**src/rtl/clint_pkg.sv**
```systemverilog
// Shared constants, bus types and address decode for the multi-hart CLINT.
package clint_pkg;

    localparam int unsigned DATA_W    = 32;
    localparam int unsigned ADDR_W    = 32;
    localparam int unsigned MTIME_W   = 64;
    localparam int unsigned MAX_HARTS = 16;
    localparam int unsigned HART_W    = 4;

    localparam logic [11:0]        CLINT_BASE_HI  = 12'h200;
    localparam logic [15:0]        MSIP_BASE      = 16'h0000;
    localparam logic [15:0]        MTIMECMP_BASE  = 16'h4000;
    localparam logic [15:0]        MTIME_LO       = 16'hBFF8;
    localparam logic [15:0]        MTIME_HI       = 16'hBFFC;
    localparam logic [MTIME_W-1:0] MTIMECMP_RESET = 64'hFFFF_FFFF_FFFF_FFFF;

    typedef enum logic {
        TT_READ  = 1'b0,
        TT_WRITE = 1'b1
    } ttype_e;

    // Decoded view of a word offset inside the CLINT window
    typedef struct packed {
        logic              msip;
        logic              mtimecmp;
        logic              mtime_lo;
        logic              mtime_hi;
        logic              hi_word;
        logic [HART_W-1:0] hart;
    } clint_dec_t;

    // Decode a word offset (byte offset bits [15:2]) into register class and hart index
    function automatic clint_dec_t clint_decode(input logic [13:0] woff);
        clint_dec_t d;
        d          = '0;
        d.msip     = (woff[13:4] == MSIP_BASE[15:6]);
        d.mtimecmp = (woff[13:5] == MTIMECMP_BASE[15:7]);
        d.mtime_lo = (woff == MTIME_LO[15:2]);
        d.mtime_hi = (woff == MTIME_HI[15:2]);
        d.hi_word  = woff[0];
        d.hart     = d.msip ? woff[3:0] : woff[4:1];
        return d;
    endfunction

endpackage

```
**src/rtl/slave_bus_if.sv**
```systemverilog
// Single-cycle system bus slave interface.
interface slave_bus_if;
    import clint_pkg::*;

    logic              ss;
    ttype_e            ttype;
    logic [ADDR_W-1:0] addr;
    logic [DATA_W-1:0] wdata;
    logic [DATA_W-1:0] rdata;
    logic              bdone;

    modport slave  (input ss, ttype, addr, wdata, output rdata, bdone);
    modport master (output ss, ttype, addr, wdata, input rdata, bdone);
endinterface

```
**src/rtl/clint_mtime.sv**
```systemverilog
// 64-bit mtime counter with half-word loads; a load suppresses the increment.
// CLINT_PRESCALER_EN: when defined, mtime advances once every PRESCALE clocks.
module clint_mtime
    import clint_pkg::*;
#(
    parameter int unsigned PRESCALE = 1
) (
    input  logic               clk,
    input  logic               rst_n,
    input  logic               load_lo,
    input  logic               load_hi,
    input  logic [DATA_W-1:0]  load_data,
    output logic [MTIME_W-1:0] mtime
);

    logic               tick;
    logic [MTIME_W-1:0] mtime_d;

    if (PRESCALE == 0 || PRESCALE > 65536) begin : g_bad_prescale
        $error("clint_mtime: PRESCALE must be 1..65536");
    end

`ifdef CLINT_PRESCALER_EN
    if (PRESCALE == 1) begin : g_no_div
        assign tick = 1'b1;
    end else begin : g_div
        localparam int unsigned    CNT_W    = $clog2(PRESCALE);
        localparam logic [CNT_W-1:0] CNT_LAST = CNT_W'(PRESCALE - 1);

        logic [CNT_W-1:0] cnt;

        // Free-running divider; mtime writes do not disturb its phase
        always_ff @(posedge clk or negedge rst_n) begin
            if (!rst_n) begin
                cnt <= '0;
            end else if (cnt == CNT_LAST) begin
                cnt <= '0;
            end else begin
                cnt <= cnt + CNT_W'(1);
            end
        end

        assign tick = (cnt == CNT_LAST);
    end
`else
    assign tick = 1'b1;
`endif

    // Next value: any bus load wins over the tick, and never carries
    always_comb begin
        mtime_d = mtime;
        if (load_lo || load_hi) begin
            if (load_lo) mtime_d[31:0]  = load_data;
            if (load_hi) mtime_d[63:32] = load_data;
        end else if (tick) begin
            mtime_d = mtime + MTIME_W'(1);
        end
    end

    // Counter state
    always_ff @(posedge clk or negedge rst_n) begin
        if (!rst_n) begin
            mtime <= '0;
        end else begin
            mtime <= mtime_d;
        end
    end

endmodule

```
**src/rtl/clint_mh.sv**
```systemverilog
// Multi-hart core-local interruptor: mtime, per-hart mtimecmp/msip, timer and software IRQs.
// CLINT_PRESCALER_EN: when defined, mtime is divided down by PRESCALE (see clint_mtime).
module clint_mh
    import clint_pkg::*;
#(
    parameter int unsigned NUM_HARTS = 1,
    parameter int unsigned PRESCALE  = 1
) (
    input  logic                 clk,
    input  logic                 rst_n,
    slave_bus_if.slave           bus,
    output logic [NUM_HARTS-1:0] irq_sw,
    output logic [NUM_HARTS-1:0] irq_timer
);

    logic                             sel;
    logic                             wr_en;
    clint_dec_t                       dec;
    logic [MTIME_W-1:0]               mtime;
    logic [NUM_HARTS:0][DATA_W-1:0]   rd_chain;
    logic                             unused_addr;

    if (NUM_HARTS == 0 || NUM_HARTS > MAX_HARTS) begin : g_bad_harts
        $error("clint_mh: NUM_HARTS must be 1..16");
    end

    assign sel         = bus.ss && (bus.addr[27:16] == CLINT_BASE_HI);
    assign wr_en       = sel && (bus.ttype == TT_WRITE);
    assign dec         = clint_decode(bus.addr[15:2]);
    assign unused_addr = ^{bus.addr[31:28], bus.addr[1:0]};

    clint_mtime #(
        .PRESCALE (PRESCALE)
    ) u_mtime (
        .clk       (clk),
        .rst_n     (rst_n),
        .load_lo   (wr_en && dec.mtime_lo),
        .load_hi   (wr_en && dec.mtime_hi),
        .load_data (bus.wdata),
        .mtime     (mtime)
    );

    assign rd_chain[0] = '0;

    for (genvar h = 0; h < NUM_HARTS; h++) begin : g_hart
        localparam logic [HART_W-1:0] HART_ID = HART_W'(h);

        logic               hart_sel;
        logic               hart_wr;
        logic               msip_q;
        logic               irq_q;
        logic [MTIME_W-1:0] cmp_q;
        logic [DATA_W-1:0]  hart_rd;

        assign hart_sel = sel && (dec.hart == HART_ID);
        assign hart_wr  = hart_sel && (bus.ttype == TT_WRITE);

        // Per-hart msip, mtimecmp and registered timer compare
        always_ff @(posedge clk or negedge rst_n) begin
            if (!rst_n) begin
                msip_q <= 1'b0;
                cmp_q  <= MTIMECMP_RESET;
                irq_q  <= 1'b0;
            end else begin
                if (hart_wr && dec.msip) msip_q <= bus.wdata[0];
                if (hart_wr && dec.mtimecmp && !dec.hi_word) cmp_q[31:0]  <= bus.wdata;
                if (hart_wr && dec.mtimecmp &&  dec.hi_word) cmp_q[63:32] <= bus.wdata;
                irq_q <= (mtime >= cmp_q);
            end
        end

        // Readback contribution of this hart, zero when not addressed
        always_comb begin
            hart_rd = '0;
            if (hart_sel && dec.msip) begin
                hart_rd = {31'd0, msip_q};
            end else if (hart_sel && dec.mtimecmp) begin
                hart_rd = dec.hi_word ? cmp_q[63:32] : cmp_q[31:0];
            end
        end

        assign rd_chain[h+1] = rd_chain[h] | hart_rd;
        assign irq_sw[h]     = msip_q;
        assign irq_timer[h]  = irq_q;
    end

    // Combinational read mux; unmapped and deselected reads return 0
    always_comb begin
        bus.rdata = '0;
        if (sel && dec.mtime_lo) begin
            bus.rdata = mtime[31:0];
        end else if (sel && dec.mtime_hi) begin
            bus.rdata = mtime[63:32];
        end else begin
            bus.rdata = rd_chain[NUM_HARTS];
        end
    end

    assign bus.bdone = 1'b1;

endmodule

```
**src/flat_wrapper.sv**
```systemverilog
// flat-port wrapper written by rule: the top's interface ports become plain ports
module clint_mh_flat import clint_pkg::*;
#(
    parameter int unsigned NUM_HARTS = 1,
    parameter int unsigned PRESCALE  = 1
)
  (clk, rst_n, irq_sw, irq_timer, bus_ss, bus_ttype, bus_addr, bus_wdata, bus_rdata, bus_bdone);
  slave_bus_if bus_i ();
  input  logic clk;
  input  logic rst_n;
  output logic [NUM_HARTS-1:0] irq_sw;
  output logic [NUM_HARTS-1:0] irq_timer;
  input wire logic [$bits(bus_i.ss)-1:0] bus_ss;
  input wire logic [$bits(bus_i.ttype)-1:0] bus_ttype;
  input wire logic [$bits(bus_i.addr)-1:0] bus_addr;
  input wire logic [$bits(bus_i.wdata)-1:0] bus_wdata;
  output wire logic [$bits(bus_i.rdata)-1:0] bus_rdata;
  output wire logic [$bits(bus_i.bdone)-1:0] bus_bdone;
  assign bus_i.ss = bus_ss;
  assign bus_i.ttype = bus_ttype;
  assign bus_i.addr = bus_addr;
  assign bus_i.wdata = bus_wdata;
  assign bus_rdata = bus_i.rdata;
  assign bus_bdone = bus_i.bdone;
  clint_mh #(.NUM_HARTS(NUM_HARTS), .PRESCALE(PRESCALE)) u_core (.clk(clk), .rst_n(rst_n), .bus(bus_i), .irq_sw(irq_sw), .irq_timer(irq_timer));
endmodule
```
**config.mk**
```make
export PLATFORM = sky130hd
export DESIGN_NAME = clint_mh_flat
export DESIGN_NICKNAME = d
export VERILOG_FILES = /design/src/rtl/clint_pkg.sv /design/src/rtl/slave_bus_if.sv /design/src/rtl/clint_mtime.sv /design/src/rtl/clint_mh.sv /design/src/flat_wrapper.sv
export SDC_FILE = /design/constraint.sdc
export NUM_CORES = 1
export LEC_CHECK = 0
export BUFFER_PORTS_ARGS = -buffer_cell sky130_fd_sc_hd__buf_2
export CORE_UTILIZATION = 55
export DETAILED_ROUTE_END_ITERATION = 8
export PLACE_DENSITY = 0.86
export SLEW_MARGIN = 10
export SYNTH_ARGS = -nofsm -noshare
export SYNTH_HDL_FRONTEND = slang
export SYNTH_HIERARCHICAL = 1
export SYNTH_SLANG_ARGS = --single-unit
```
**constraint.sdc**
```tcl
create_clock -name clk -period 3.55 [get_ports clk]
set_clock_uncertainty 0.1 [all_clocks]
set_input_delay 0.5325 -clock clk [delete_from_list [all_inputs] [get_ports clk]]
set_output_delay 0.5325 -clock clk [all_outputs]
set_load 0.005 [all_outputs]
```
==> flow_metrics.env, run 1 <==
export IMPL_status="finished clean"
export IMPL_dp_hpwl_mm=19.0
export IMPL_p_per_area_mw_per_mm2=331
export IMPL_syn_inst=1013
export IMPL_via_per_inst=6.38
export IMPL_syn_to_final_growth_pct=15.5
export IMPL_post_route_util=0.647
export IMPL_rows=47
export IMPL_synth_top_cell_by_area="dfstp_2"
export IMPL_ys_flop_type="dfrtp_1"
export IMPL_synth_top_area_share=0.182
export IMPL_cts_buffer_depth=2
export IMPL_worstHoldPathCells=3
export IMPL_worstRegToRegCells=6
export IMPL_crit_fanout=31
export IMPL_fin_crit_ns=3.29
export IMPL_endpoint_kind="output pin"
export IMPL_place_congestion=0.981
export IMPL_via_count=8550
export IMPL_setup_violations=0
export IMPL_final_nets=1240
export IMPL_yosys_warnings=6
export IMPL_antenna_left=0
export IMPL_pin_count=103
export IMPL_die_h_um=132
export IMPL_hold_viol=0
export IMPL_wl_per_cell_um=19.9
export IMPL_crit_arrival_ns=2.66
export IMPL_drt_wl_total_mm=26.6
export IMPL_ys_seq_area_frac=0.360
export IMPL_cp_required_ns=2.92
export IMPL_min_delay_start="bus_wdata[17]"
export IMPL_cts_sinks=130
export IMPL_finalSetupTns_ns=0
export IMPL_grt_start_max_net_pins=68
export IMPL_worst_setup_path_start_kind="primary input"
export IMPL_dieWidth_um=132
export IMPL_grt_pass1_vias=8361
export IMPL_slew_viol_final=0
export IMPL_grt_overflow_total=0
export IMPL_multi_input_area_mm2=0.00545
export IMPL_grt_usage=0.314
export IMPL_pre_cts_ws_ns=0.107
export IMPL_p_leak_nw=4.31
export IMPL_core_area_mm2=0.0165
export IMPL_ys_top_cells_by_area="dfstp_2, dfrtp_1, ha_1"
export IMPL_avgSynthCellArea_um2=9.14
export IMPL_io_buffers=95
export IMPL_fillerInstances=1299
export IMPL_fp_dieArea_mm2=0.0174
export IMPL_rsz0062_at_grt="no"
export IMPL_start_util=0.560
export IMPL_worstMarginPinSlew_ns=1.00
export IMPL_worstSetupPathType="primary input to output pin"
export IMPL_dp_cells=1307
export IMPL_synth_edf_count=0
export IMPL_detail_route_iter0_violations=783
export IMPL_fin_ws_ns=0.260
export IMPL_syn_num_nets=1146
export IMPL_r2r_end="u_core/u_mtime/mtime[57]"
export IMPL_drc=0
export IMPL_slew_headroom=0.326
export IMPL_clkLatencyLatePin_ns=0.43
export IMPL_seqCellArea_mm2=0.00333
export IMPL_fmax_mhz=304
export IMPL_dr_pass1_iters=6
export IMPL_final_layout_size_suffix_gt1_frac=0.264
export IMPL_grt_pass1_wl_mm=43.1
export IMPL_layout_common_cells="buf_2, nand2_1, inv_1, mux2_2, dfrtp_1"
export IMPL_r2r_slack_ns=0.38
export IMPL_antenna_found_initial=0
export IMPL_vdd_ir_drop_max_mv=0.416
export IMPL_max_cap_viol_count=0
export IMPL_diodes=0
export IMPL_cts_root_buf="clkbuf_16"
export IMPL_min_period_over_period=0.927
export IMPL_r2r_start="u_core/u_mtime/mtime[2]"
export IMPL_clkSlewWorstSetupHoldPaths_ns=0.06
export IMPL_final_cells=1340
export IMPL_ys_types=56
export IMPL_synth_seq_cells=130
export IMPL_hp_class="primary input to flop"
export IMPL_htree_num_levels=4
export IMPL_cts_buffers=17
export IMPL_min_to="u_core/u_mtime/mtime[49]"
export IMPL_cts_tree="done"
export IMPL_synthArstFlopShare=1.00
export IMPL_synth_area_mm2=0.00926
[stage by stage]
stage	cell area, µm²	total power (W)	hold slack (ns)
finish	10700	0.00354	0.266
CTS	10700	0.00357	0.254
detailed placement	10000	0.00165	0.424
floorplan	9260	0.00155	0.137
global placement	10000	0.00164	0.412
global route	10700	0.00363	0.277
[synth_stat cells, types with 3 or more instances]
master and instances:
clkbuf_1 35, a31oi_1 14, dfrtp_1 66, a22oi_1 3, buf_6 5, a21oi_1 24, inv_1 71, xnor2_1 26
o21ai_0 63, nor3_1 17, o31ai_1 3, nor4_1 28, nand4_1 36, mux2_2 68, or3_1 14, ha_1 65
and2_1 3, xor2_1 18, and3_1 8, nor2b_1 33, o21a_1 32, nor2_1 41, and4_1 11, buf_1 3
nand2b_1 4, buf_2 5, nand3_1 40, nand2_1 94, or4_1 14, a21o_1 6, o22ai_1 32, o31a_1 3
mux2i_1 34, dfstp_2 64
[timing repair]
action	4_1_cts	5_1_grt
hold buffers	1	0
hold endpoints to repair	6	0
resized for setup	0	0
buffers inserted	0	0
[state kept, by name (all words and copies together) (netlist names)]
signal                cells
u_core/u_mtime/mtime     64
u_core/irq_timer          1
u_core/irq_sw             1
u_core/g_hart.cmp_q      64
[worst max-delay path by stage]
stage                             from                  endpoint  slack [ns]  cells after the start
final                     bus_addr[19]              bus_rdata[9]        0.26                      8
after global routing      bus_addr[19]              bus_rdata[9]        0.12                      8
after CTS                 bus_addr[19]             bus_rdata[31]        0.26                      8
after detailed placement  bus_addr[19]  u_core/u_mtime/mtime[17]        0.11                     11
after global placement    bus_addr[19]  u_core/u_mtime/mtime[17]        0.16                     11
after floorplan           bus_addr[19]  u_core/u_mtime/mtime[53]        0.14                     12
[where the power goes]
group / internal (W) / total, W / leakage (nW) / switching [W]
combinational: 0.0000506 / 0.000136 / 2.53 / 0.0000857
clock: 0.00123 / 0.00191 / 0.309 / 0.000681
sequential: 0.00149 / 0.00149 / 1.47 / 0.000000890
[metal layers]
layer  GRT usage  vias up  part of all wire
met3      0.0584       84             0.080
met2       0.503      467              0.47
li1            -     3888                 -
met5           0        -                 0
met4       0.150        0             0.032
met1       0.412     4111              0.42
[layout make-up]
type,instances,area share
sequential,130,0.312
multi-input combinational,763,0.510
inverter,71,0.0249
clock buffer,20,0.0437
clock inverter,12,0.0167
tap,220,0.0257
timing repair buffer,124,0.0676
[critical path, cell delays in order]
cell and delay (ns):
buf_2 0.10, nor4_1 0.35, nand4_1 0.16, or4_1 0.56
or2_1 0.28, buf_4 0.29, o21a_1 0.24, buf_2 0.12
[cell families after synthesis]
logic type / after synthesis / share of synthesized area
buffers and inverters: 120 / 0.0538
AND/OR/NAND/NOR: 358 / 0.208
adder cells (fa/ha/maj): 65 / 0.0879
multiplexers: 102 / 0.119
other: 1 / 0.000405
XOR/XNOR: 44 / 0.0416
AO/OA/AOI/OAI: 193 / 0.129
flip-flops: 130 / 0.360
Power figures use the tool's default switching activity.
==> run 2: changes to the inputs <==
==> constraint.sdc (replaced) <==
create_clock -name clk -period 3.6 [get_ports clk]
set_clock_uncertainty 0.1 [all_clocks]
set_input_delay 0.54 -clock clk [delete_from_list [all_inputs] [get_ports clk]]
set_output_delay 0.54 -clock clk [all_outputs]
set_load 0.005 [all_outputs]
==> flow_metrics.env, run 2 (synthesized netlist as in run 1, its figures left out) <==
export IMPL_min_to="u_core/u_mtime/mtime[23]"
export IMPL_core_area_mm2=0.0165
export IMPL_worstHoldPathCells=3
export IMPL_worstMarginPinSlew_ns=1.00
export IMPL_syn_to_final_growth_pct=14.5
export IMPL_p_clk_frac=0.511
export IMPL_drc=0
export IMPL_power_frac_comb=0.041
export IMPL_cts_buffers=17
export IMPL_diodes=0
export IMPL_slew_viol_final=0
export IMPL_grt_start_max_net_pins=68
export IMPL_top_regs="u_core/g_hart.cmp_q x64, u_core/u_mtime/mtime x64"
export IMPL_dr_pass1_iters=6
export IMPL_p_leak_nw=4.27
export IMPL_hold_viol=0
export IMPL_dp_hpwl_mm=19.1
export IMPL_pin_count=103
export IMPL_worstSetupPathType="primary input to output pin"
export IMPL_fmax_mhz=308
export IMPL_endpoint_kind="output pin"
export IMPL_cts_sinks=130
export IMPL_crit_fanout=31
export IMPL_clkLatencyLatePin_ns=0.44
export IMPL_layout_common_cells="buf_2, nand2_1, inv_1, mux2_2, dfrtp_1"
export IMPL_p_switching_w=0.000797
export IMPL_final_layout_size_suffix_gt1_frac=0.263
export IMPL_status="finished clean"
export IMPL_p_sw_frac=0.244
export IMPL_grt_pass1_vias=8643
export IMPL_crit_arrival_ns=2.60
export IMPL_place_congestion=0.960
export IMPL_cts_root_buf="clkbuf_16"
export IMPL_htree_num_levels=4
export IMPL_grt_overflow_total=0
export IMPL_min_delay_start="bus_wdata[23]"
export IMPL_setup_violations=0
export IMPL_start_util=0.560
export IMPL_wl_per_cell_um=19.8
export IMPL_rsz0062_at_grt="no"
export IMPL_antenna_found_initial=0
export IMPL_hold_slack_ns=0.267
export IMPL_via_count=8472
export IMPL_r2r_start="u_core/u_mtime/mtime[2]"
export IMPL_antenna_left=0
export IMPL_vdd_ir_drop_max_mv=0.334
export IMPL_grt_pass1_wl_mm=44.0
export IMPL_hp_class="primary input to flop"
export IMPL_io_buffers=95
export IMPL_rows=47
export IMPL_min_period_over_period=0.901
export IMPL_r2r_end="u_core/u_mtime/mtime[57]"
export IMPL_fp_dieArea_mm2=0.0174
export IMPL_worst_setup_path_start_kind="primary input"
export IMPL_slew_headroom=0.324
export IMPL_p_per_area_mw_per_mm2=308
export IMPL_detail_route_iter0_violations=894
export IMPL_finalSetupTns_ns=0
export IMPL_clkSlewWorstSetupHoldPaths_ns=0.06
export IMPL_drt_wl_total_mm=26.6
export IMPL_die_h_um=132
export IMPL_grt_usage=0.320
export IMPL_max_cap_viol_count=0
export IMPL_cts_tree="done"
export IMPL_final_nets=1239
export IMPL_finalPower_w=0.00327
export IMPL_cts_buffer_depth=2
export IMPL_internal_power_w=0.00247
export IMPL_worstRegToRegCells=6
export IMPL_dieWidth_um=132
export IMPL_fin_crit_ns=3.24
export IMPL_r2r_slack_ns=0.52
export IMPL_pwr_share_seq=0.449
export IMPL_cp_required_ns=2.96
export IMPL_via_per_inst=6.33
## run 2: per-layer routing
metal | wire length (µm) | share of wire | up-vias | global-route usage
li1 | - | - | 3876 | -
met5 | 0 | 0 | - | 0
met2 | 12400 | 0.47 | 448 | 0.513
met4 | 985 | 0.037 | 0 | 0.156
met1 | 10900 | 0.41 | 4048 | 0.408
met3 | 2300 | 0.086 | 100 | 0.0765
## run 2: critical path, cell delays in order
cell     delay (ns)
buf_2          0.10
nor4_1         0.31
nand4_1        0.16
or4_1          0.56
or2_1          0.27
buf_4          0.28
o21a_1         0.25
buf_2          0.13
## run 2: metrics by stage
stage	cell area [µm²]	std cells	worst slack (ns)	utilization
6_report	10600	1339	0.356	0.641
2_1_floorplan	9260	1013	0.185	-
4_1_cts	10600	1339	0.352	0.641
3_5_place_dp	10000	1306	0.229	0.607
5_1_grt	10600	1339	0.227	0.641
3_3_place_gp	10000	1306	0.214	0.607
## run 2: layout make-up
cell class | count | area [µm²]
multi-input combinational | 763 | 5450
fill | 1314 | 5920
tap | 220 | 275
clock buffer | 18 | 429
clock inverter | 14 | 133
timing repair buffer | 123 | 716
inverter | 71 | 267
sequential | 130 | 3330
## run 2: worst max path at each step
| stage | end | slack, ns | start | cells past startpoint |
|---|---|---|---|---|
| finish | bus_rdata[31] | 0.36 | bus_addr[19] | 8 |
| global route | bus_rdata[31] | 0.23 | bus_addr[19] | 8 |
| CTS | bus_rdata[31] | 0.35 | bus_addr[19] | 8 |
| floorplan | u_core/u_mtime/mtime[53] | 0.19 | bus_addr[19] | 12 |
| detailed placement | u_core/u_mtime/mtime[17] | 0.23 | bus_addr[19] | 11 |
| global placement | u_core/u_mtime/mtime[17] | 0.21 | bus_addr[19] | 11 |
## run 2: power by group through the flow
stage	clock (W)	sequential, W	combinational, W
2_1_floorplan	0	0.00149	0.0000398
3_3_place_gp	0	0.00149	0.000131
3_5_place_dp	0	0.00149	0.000133
4_1_cts	0.00169	0.00147	0.000135
5_1_grt	0.00176	0.00147	0.000147
6_report	0.00167	0.00147	0.000133
## run 2: what timing repair did
| action | 4_1_cts | 5_1_grt |
|---|---|---|
| buffers inserted | 0 | 0 |
| hold endpoints to repair | 5 | 0 |
| resized for setup | 0 | 0 |
| hold buffers | 1 | 0 |
| setup endpoints to repair | 0 | 0 |
==> run 3: changes to the inputs <==
--- a/config.mk
+++ b/config.mk
@@ -8,7 +8,7 @@
 export BUFFER_PORTS_ARGS = -buffer_cell sky130_fd_sc_hd__buf_2
 export CORE_UTILIZATION = 55
 export DETAILED_ROUTE_END_ITERATION = 8
-export PLACE_DENSITY = 0.86
+export PLACE_DENSITY = 0.74
 export SLEW_MARGIN = 10
 export SYNTH_ARGS = -nofsm -noshare
 export SYNTH_HDL_FRONTEND = slang
==> flow_metrics.env, run 3 (synthesized netlist as in run 1, its figures left out) <==
export IMPL_place_congestion=0.985
export IMPL_grt_pass1_vias=8128
export IMPL_cts_root_buf="clkbuf_16"
export IMPL_grt_pass1_wl_mm=42.6
export IMPL_crit_arrival_ns=2.65
export IMPL_cts_resized=0
export IMPL_slew_headroom=0.357
export IMPL_clkSlewWorstSetupHoldPaths_ns=0.06
export IMPL_path_common_cell="buf_2"
export IMPL_cp_required_ns=2.96
export IMPL_worstMarginPinSlew_ns=0.940
export IMPL_clkLatencyLatePin_ns=0.43
export IMPL_via_per_inst=6.23
export IMPL_dp_cells=1303
export IMPL_dr_pass1_iters=5
export IMPL_pin_count=103
export IMPL_worstSetupPathType="primary input to output pin"
export IMPL_final_nets=1235
export IMPL_setup_violations=0
export IMPL_finalSetupTns_ns=0
export IMPL_top_regs="u_core/g_hart.cmp_q x64, u_core/u_mtime/mtime x64"
export IMPL_worst_setup_path_start_kind="primary input"
export IMPL_endpoint_kind="output pin"
export IMPL_crit_fanout=31
export IMPL_drc=0
export IMPL_drt_wl_total_mm=26.4
export IMPL_slew_viol_final=0
export IMPL_max_cap_viol_count=0
export IMPL_multi_input_area_mm2=0.00545
export IMPL_grt_overflow_total=0
export IMPL_r2r_start="u_core/u_mtime/mtime[3]"
export IMPL_dp_hpwl_mm=18.6
export IMPL_vdd_ir_drop_max_mv=0.329
export IMPL_cts_sinks=130
export IMPL_fp_dieArea_mm2=0.0174
export IMPL_final_cells=1335
export IMPL_slowest_delay_ns=0.56
export IMPL_rsz0062_at_grt="no"
export IMPL_finalPower_w=0.00356
export IMPL_via_count=8316
export IMPL_fillerInstances=1364
export IMPL_antenna_left=0
export IMPL_die_h_um=132
export IMPL_io_buffers=95
export IMPL_htree_num_levels=4
export IMPL_hold_viol=0
export IMPL_grt_usage=0.313
export IMPL_status="finished clean"
export IMPL_post_route_util=0.647
export IMPL_cts_tree="done"
export IMPL_antenna_found_initial=0
export IMPL_postLayoutCellArea_mm2=0.0107
export IMPL_syn_to_final_growth_pct=15.5
export IMPL_layout_common_cells="buf_2, nand2_1, inv_1, mux2_2, dfrtp_1"
export IMPL_place_area_mm2=0.0100
export IMPL_min_period_over_period=0.913
export IMPL_start_util=0.560
export IMPL_seqCellArea_mm2=0.00333
export IMPL_final_layout_size_suffix_gt1_frac=0.262
export IMPL_wl_per_cell_um=19.8
export IMPL_cts_hold_buffers=0
export IMPL_core_area_mm2=0.0165
export IMPL_diodes=0
export IMPL_cp_startpoint="bus_addr[19]"
export IMPL_crit_buf_inv=3
export IMPL_hp_class="primary input to async pin"
export IMPL_rows=47
export IMPL_critical_path_top_delay_family="simple AND/OR/NAND/NOR gates"
export IMPL_crit_slowest_cell="or4_1"
export IMPL_grt_start_max_net_pins=71
export IMPL_p_leak_nw=4.30
export IMPL_detail_route_iter0_violations=854
export IMPL_crit_path_cell_trace="buf_2 > nor4_1 > nand4_1 > or4_1 > or2_1 > buf_4 > o21a_1 > buf_2"
export IMPL_p_per_area_mw_per_mm2=333
export IMPL_dieWidth_um=132
export IMPL_cts_buffers=17
export IMPL_cts_buffer_depth=2
export IMPL_post_cts_buffers=0
export IMPL_fmax_mhz=304
export IMPL_fin_crit_ns=3.29
[run 3: changes by cell type in the layout (fill, tap and decap cells not counted), moves of 3 or more]
cell	previous run	this run
buf_4	26	21
inv_6	4	0
clkbuf_8	0	3
bufinv_16	1	5
[run 3: final timing paths]
kind                                                   end  slack [ns]  cells past startpoint
worst max-delay path                         bus_rdata[17]        0.31                      8
worst min-delay path              u_core/u_mtime/mtime[50]        0.01                      1
worst max register to register    u_core/u_mtime/mtime[51]        0.50                      6
worst min register to register               u_core/irq_sw        0.45                      1
max in group asynchronous       u_core/g_hart[0].cmp_q[55]        2.60                      2
min in group clk                  u_core/u_mtime/mtime[36]        0.27                      3
[run 3: metal layers]
layer / track usage / vias to the layer above / routed length, µm
met5: 0 / - / 0
met4: 0.114 / 0 / 555
met3: 0.0619 / 43 / 1840
met2: 0.496 / 333 / 12300
met1: 0.427 / 4066 / 11700
li1: - / 3874 / -
[run 3: area by class of cell]
| cell class | count | area share |
|---|---|---|
| multi-input combinational | 763 | 0.509 |
| sequential | 130 | 0.312 |
| timing repair buffer | 119 | 0.0654 |
| clock buffer | 20 | 0.0436 |
| tap | 220 | 0.0257 |
| inverter | 71 | 0.0249 |
| clock inverter | 12 | 0.0191 |
[run 3: worst register-to-register path: cells and delay by family, from the launching register on]
family | cells | cell delay [ns]
AOI/OAI and AO/OA | 1 | 0.18
buffers and inverters | 1 | 0.25
DFF | 1 | 0.50
and+or+nand+nor | 4 | 1.99
[run 3: where the power goes]
| group | total (W) | switching [W] | internal [W] |
|---|---|---|---|
| Sequential | 0.00147 | 0.000000903 | 0.00147 |
| Combinational | 0.000134 | 0.0000848 | 0.0000490 |
| Clock | 0.00196 | 0.000675 | 0.00129 |
| Total | 0.00356 | 0.000761 | 0.00280 |
[run 3: stage by stage]
step                      hold WS (ns)  worst slack, ns
after floorplan                  0.144            0.185
after global placement           0.423            0.145
after detailed placement         0.441           0.0978
after CTS                       0.0167            0.310
after global routing            0.0486            0.146
final                           0.0110            0.314
